===== src/rtl/ex_operand_stage.sv =====
// rtl/ex_operand_stage.sv - ID/EX pipeline register with ALU control decode and operand forwarding
module ex_operand_stage #(
  parameter int DATA_W = 32,
  parameter int REG_W  = 5
) (
  input  logic              clk,
  input  logic              rst_n,
  input  logic              stall,
  input  logic              flush,
  input  logic              id_valid,
  input  logic [DATA_W-1:0] id_rs_data,
  input  logic [DATA_W-1:0] id_rt_data,
  input  logic [15:0]       id_imm,
  input  logic [4:0]        id_shamt,
  input  logic [REG_W-1:0]  id_rs,
  input  logic [REG_W-1:0]  id_rt,
  input  logic [REG_W-1:0]  id_rd,
  input  logic [5:0]        id_funct,
  input  logic [2:0]        id_alu_op,
  input  logic              id_alu_src,
  input  logic              id_imm_zext,
  input  logic              id_lui,
  input  logic              id_reg_dst,
  input  logic              id_reg_write,
  input  logic              id_mem_read,
  input  logic              id_mem_write,
  input  logic              id_mem_to_reg,
  input  logic              exmem_reg_write,
  input  logic [REG_W-1:0]  exmem_rd,
  input  logic [DATA_W-1:0] exmem_result,
  input  logic              memwb_reg_write,
  input  logic [REG_W-1:0]  memwb_rd,
  input  logic [DATA_W-1:0] memwb_result,
  output logic [DATA_W-1:0] alu_a,
  output logic [DATA_W-1:0] alu_b,
  output logic [3:0]        alu_control,
  output logic [DATA_W-1:0] ex_store_data,
  output logic [REG_W-1:0]  ex_write_reg,
  output logic              ex_valid,
  output logic              ex_reg_write,
  output logic              ex_mem_read,
  output logic              ex_mem_write,
  output logic              ex_mem_to_reg,
  output logic              ex_illegal
);

  localparam logic [3:0] C_AND  = 4'b0000;
  localparam logic [3:0] C_OR   = 4'b0001;
  localparam logic [3:0] C_ADD  = 4'b0010;
  localparam logic [3:0] C_ADDU = 4'b0011;
  localparam logic [3:0] C_SUBU = 4'b0100;
  localparam logic [3:0] C_SUB  = 4'b0110;
  localparam logic [3:0] C_SLT  = 4'b0111;
  localparam logic [3:0] C_SLL  = 4'b1000;
  localparam logic [3:0] C_SLTU = 4'b1001;
  localparam logic [3:0] C_SRL  = 4'b1010;
  localparam logic [3:0] C_SRA  = 4'b1011;
  localparam logic [3:0] C_NOR  = 4'b1100;
  localparam logic [3:0] C_XOR  = 4'b1101;

  logic [3:0]        dec_ctrl;
  logic              dec_illegal;
  logic              dec_shift_imm;
  logic [DATA_W-1:0] dec_ext;

  logic [DATA_W-1:0] rs_data_q, rt_data_q, ext_q;
  logic [4:0]        shamt_q;
  logic [REG_W-1:0]  rs_q, rt_q;
  logic              alu_src_q, lui_q, shift_imm_q;
  logic [DATA_W-1:0] fwd_rs, fwd_rt;

  always_comb begin
    dec_ctrl      = C_ADD;
    dec_illegal   = 1'b0;
    dec_shift_imm = 1'b0;
    case (id_alu_op)
      3'b000: dec_ctrl = C_ADD;
      3'b001: dec_ctrl = C_SUB;
      3'b011: dec_ctrl = C_AND;
      3'b100: dec_ctrl = C_OR;
      3'b101: dec_ctrl = C_XOR;
      3'b110: dec_ctrl = C_SLT;
      3'b111: dec_ctrl = C_SLTU;
      default: begin
        case (id_funct)
          6'b100000: dec_ctrl = C_ADD;
          6'b100001: dec_ctrl = C_ADDU;
          6'b100010: dec_ctrl = C_SUB;
          6'b100011: dec_ctrl = C_SUBU;
          6'b100100: dec_ctrl = C_AND;
          6'b100101: dec_ctrl = C_OR;
          6'b100110: dec_ctrl = C_XOR;
          6'b100111: dec_ctrl = C_NOR;
          6'b101010: dec_ctrl = C_SLT;
          6'b101011: dec_ctrl = C_SLTU;
          6'b000000: begin dec_ctrl = C_SLL; dec_shift_imm = 1'b1; end
          6'b000010: begin dec_ctrl = C_SRL; dec_shift_imm = 1'b1; end
          6'b000011: begin dec_ctrl = C_SRA; dec_shift_imm = 1'b1; end
          6'b000100: dec_ctrl = C_SLL;
          6'b000110: dec_ctrl = C_SRL;
          6'b000111: dec_ctrl = C_SRA;
          default:   dec_illegal = 1'b1;
        endcase
      end
    endcase
  end

  always_comb begin
    dec_ext = {{(DATA_W-16){id_imm[15]}}, id_imm};
    if (id_lui)
      dec_ext = {{(DATA_W-32){1'b0}}, id_imm, 16'h0000};
    else if (id_imm_zext)
      dec_ext = {{(DATA_W-16){1'b0}}, id_imm};
  end

  // A bubble is the reset image: zero fields and rs = rt = 0 so nothing forwards.
  always_ff @(posedge clk) begin
    if (!rst_n || flush) begin
      rs_data_q     <= '0;
      rt_data_q     <= '0;
      ext_q         <= '0;
      shamt_q       <= '0;
      rs_q          <= '0;
      rt_q          <= '0;
      alu_src_q     <= 1'b0;
      lui_q         <= 1'b0;
      shift_imm_q   <= 1'b0;
      alu_control   <= C_ADD;
      ex_write_reg  <= '0;
      ex_valid      <= 1'b0;
      ex_reg_write  <= 1'b0;
      ex_mem_read   <= 1'b0;
      ex_mem_write  <= 1'b0;
      ex_mem_to_reg <= 1'b0;
      ex_illegal    <= 1'b0;
    end else if (!stall) begin
      rs_data_q     <= id_rs_data;
      rt_data_q     <= id_rt_data;
      ext_q         <= dec_ext;
      shamt_q       <= id_shamt;
      rs_q          <= id_rs;
      rt_q          <= id_rt;
      alu_src_q     <= id_alu_src;
      lui_q         <= id_lui;
      shift_imm_q   <= dec_shift_imm;
      alu_control   <= dec_ctrl;
      ex_write_reg  <= id_reg_dst ? id_rd : id_rt;
      ex_valid      <= id_valid;
      ex_reg_write  <= id_reg_write & ~dec_illegal;
      ex_mem_read   <= id_mem_read;
      ex_mem_write  <= id_mem_write;
      ex_mem_to_reg <= id_mem_to_reg;
      ex_illegal    <= id_valid & dec_illegal;
    end
  end

  // EX/MEM is the younger producer, so it is checked first.
  always_comb begin
    fwd_rs = rs_data_q;
    if (exmem_reg_write && exmem_rd == rs_q && rs_q != '0)
      fwd_rs = exmem_result;
    else if (memwb_reg_write && memwb_rd == rs_q && rs_q != '0)
      fwd_rs = memwb_result;
  end

  always_comb begin
    fwd_rt = rt_data_q;
    if (exmem_reg_write && exmem_rd == rt_q && rt_q != '0)
      fwd_rt = exmem_result;
    else if (memwb_reg_write && memwb_rd == rt_q && rt_q != '0)
      fwd_rt = memwb_result;
  end

  always_comb begin
    if (shift_imm_q)
      alu_a = {{(DATA_W-5){1'b0}}, shamt_q};
    else if (lui_q)
      alu_a = '0;
    else
      alu_a = fwd_rs;
  end

  assign alu_b         = alu_src_q ? ext_q : fwd_rt;
  assign ex_store_data = fwd_rt;

endmodule


===== config.mk =====
export PLATFORM = sky130hd
export DESIGN_NAME = ex_operand_stage
export DESIGN_NICKNAME = d
export VERILOG_FILES = /design/src/rtl/ex_operand_stage.sv
export SDC_FILE = /design/constraint.sdc
export NUM_CORES = 1
export LEC_CHECK = 0
export BUFFER_PORTS_ARGS = -buffer_cell sky130_fd_sc_hd__buf_4
export CORE_UTILIZATION = 40
export CTS_CLUSTER_DIAMETER = 30
export CTS_CLUSTER_SIZE = 10
export DETAILED_ROUTE_END_ITERATION = 10
export PLACE_DENSITY = 0.7
export SLEW_MARGIN = 10
export SYNTH_ARGS = -nofsm -noshare
export SYNTH_HDL_FRONTEND = slang
export SYNTH_SLANG_ARGS = --single-unit

===== constraint.sdc =====
create_clock -name clk -period 5.4 [get_ports clk]
set_clock_uncertainty 0.15 [all_clocks]
set_input_delay 0.81 -clock clk [delete_from_list [all_inputs] [get_ports clk]]
set_output_delay 0.81 -clock clk [all_outputs]
set_load 0.02 [all_outputs]

==> metrics <==
outcome=complete, no violations; Clock Pin Slew Worst Setup and Hold Paths=approximately 0.06 ns; port bufs=between 300 and 400; final net count=1305; Worst-Margin Slew=1.21 ns; Post-synth top flop=dfxtp_1; CTS max path bufs=2; final core occ=57.6%; Die W=138 µm; Final ANT Viol Nets=0; Clock Sinks=129; area delta synth->final=41.1%; Tot Pwr=2.82 mW; DRC errors left=0; Reg power frac=35.6%; gpl congestion=0.841; Pins Over Slew Limit=0; DP Area=0.00969 mm²; Critical Path AT=3.28 ns; Post-DP HPWL=17900 µm; NetSw=0.687 mW; # hold bufs at CTS=0; peak supply drop=around 0.26 mV; Data required, critical path=4.44 ns; diode count=0; initial antenna violation count=0; HP Start=ex_valid; Hold Vio Cnt, Final=0; RSZ-0062 raised after global routing=false; Ys Warns=0; total number of vias=approximately 7200; CP max FO=96; post-CTS setup buffers=0; Pre-antenna DRT Iters=5; Hold Crit Class=reg2reg; vias in the first global route=roughly 6700; count of cell types in the netlist=48; power per cell area=272 mW/mm²; global-route wire length before repair=35600 µm; htree depth=4; GRT Total Usage=24.8%; Worst Path Class, Setup=in2out; post-CTS sizing=0; final worst-path cycle share=78.4%; Starting Density=40.9%; worst reg2reg startpoint=alu_src_q; crit path launch=exmem_rd[2]; CTS tree=yes; wire length per cell=18.1 µm; Max Cap Viol=0; leakage=between 4 and 5 nW; final setup fails=0; CP Launch Type=input pin; CTS Buf Count=17; Max Fclk=236 MHz; crit end category=output pin; std cell rows=49; final instance area=0.0104 mm²; Core Area=0.0180 mm²; syn nets=1044; Initial DRC Count=276; worst-skew pair later-pin latency=0.41 ns; largest registers=ext_q (32), rs_data_q (32), rt_data_q (32); total negative setup slack=0 ns; Synth Cell Area=around 0.0074 mm²; GRT Residual Overflow=0; Sw Share=24.3%; Slew Limit Headroom=about a fifth; Post-synth ARST share=0%; Die H=138 µm; Filler Cell Count=approximately 1700; # IOs=309; Cell Int Power=roughly 2.1 mW; sequential fraction of the synthesis area=35.1%; Cells after Synth=846; largest net degree at the start of global routing=97; Synth Register Bits=129; Comb pwr share=roughly 16%; clock share of power=48.1%; Post-synth EDFFs=0; Syn Area/Cell=8.71 µm²; Vias/cell=between 5 and 6; clk root buf=clkbuf_16; die area=0.0190 mm²; layout cells sized above 1=34.6%; Routed WL=roughly 24000 µm; fin crit period=4.24 ns
## synth_stat cells, drive strengths merged (2+ instances only)
cell | number | area [µm²]
nor2 | 155 | 582
mux2i | 149 | 1490
dfxtp | 129 | 2580
a21oi | 63 | 315
clkbuf | 50 | 188
inv | 42 | 158
nor3 | 37 | 190
a221oi | 33 | 477
a22oi | 31 | 233
o2bb2ai | 27 | 236
buf | 23 | 180
o21ai | 20 | 100
nand2 | 16 | 62.6
xor2 | 11 | 96.3
a211oi | 8 | 72.6
xnor2 | 8 | 70.1
nand2b | 6 | 37.5
a31oi | 5 | 31.3
nor2b | 4 | 25.0
nor3b | 3 | 22.5
nor4 | 3 | 18.8
and2 | 2 | 12.5
and4b | 2 | 20.0
nand4 | 2 | 12.5
o2111ai | 2 | 17.5
or3 | 2 | 17.5
## power groups by stage
| stage | registers, mW | logic (mW) | clock network, mW |
|---|---|---|---|
| final | 1.01 | 0.460 | 1.36 |
| after global routing | 1.01 | 0.498 | 1.41 |
| after CTS | 1.01 | 0.462 | 1.38 |
| after detailed placement | 1.03 | 0.459 | 0 |
| after global placement | 1.02 | 0.455 | 0 |
| after floorplan | 1.02 | 0.238 | 0 |
## path summary, 6_finish.rpt
path                    end  slack, ns  depth (start not counted)
setup / recovery  alu_b[10]       1.16                          7
hold / removal     ex_valid       0.32                          2
setup reg to reg  alu_src_q       3.96                          2
hold reg to reg    ex_valid       0.32                          2
## cells in the final DEF, fill, tap and decap left out, types with 2 or more instances in the layout
cell type,count
bufinv_16,7
buf_4,314
a221oi_1,3
nand4_1,2
clkinv_2,2
o21ai_1,3
a221oi_2,30
a31oi_1,5
nor2b_1,4
xor2_1,11
dfxtp_1,128
and2_1,2
nor3_1,36
o2bb2ai_1,27
a211oi_1,7
clkinv_4,2
clkinvlp_4,3
and4b_1,2
o21ai_0,17
clkbuf_16,17
xnor2_1,8
nand2_1,14
inv_1,42
nor4_1,3
nor3b_1,3
a22oi_1,31
o2111ai_1,2
a21oi_1,62
nor2_1,155
mux2i_1,149
nand2b_1,5
## metrics by stage
stage	cells	hold slack (ns)	setup WS, ns
6_report	1349	0.317	1.16
3_3_place_gp	1317	0.300	1.22
3_5_place_dp	1317	0.311	1.17
5_1_grt	1349	0.366	0.948
4_1_cts	1349	0.319	1.16
2_1_floorplan	846	0.309	2.08
## cells by family after synthesis
kind of cell              Yosys count  synth area share, %
DFF                               129                 35.1
xor gates and xnor gates           19                 2.26
muxes                             149                 20.3
and+or+nand+nor                   240                 14.5
AOI/OAI and AO/OA                 194                 20.8
buffers and inverters             115                 7.14
## critical path: stages
cell	delay [ns]
buf_4	0.12
xor2_1	0.13
nor4_1	0.76
nand2_4	0.66
nor3_1	0.42
a221oi_2	0.06
buf_4	0.20
## area by class of cell
type                       instances  area [µm²]  area share, %
multi-input combinational        602        4290           41.3
inverter                          42         158           1.52
sequential                       129        2590           24.9
clock inverter                    14         260           2.51
clock buffer                      18         439           4.23
tap                              229         287           2.76
timing repair buffer             315        2370           22.8
## routing by layer
metal	GRT usage (%)	routed length, µm	vias up
li1	-	-	3549
met3	5.48	1580	39
met4	9.66	640	0
met2	41.7	11600	245
met1	30.7	10500	3373
met5	0	0	-
No activity file was read; power rests on OpenSTA's default activity.
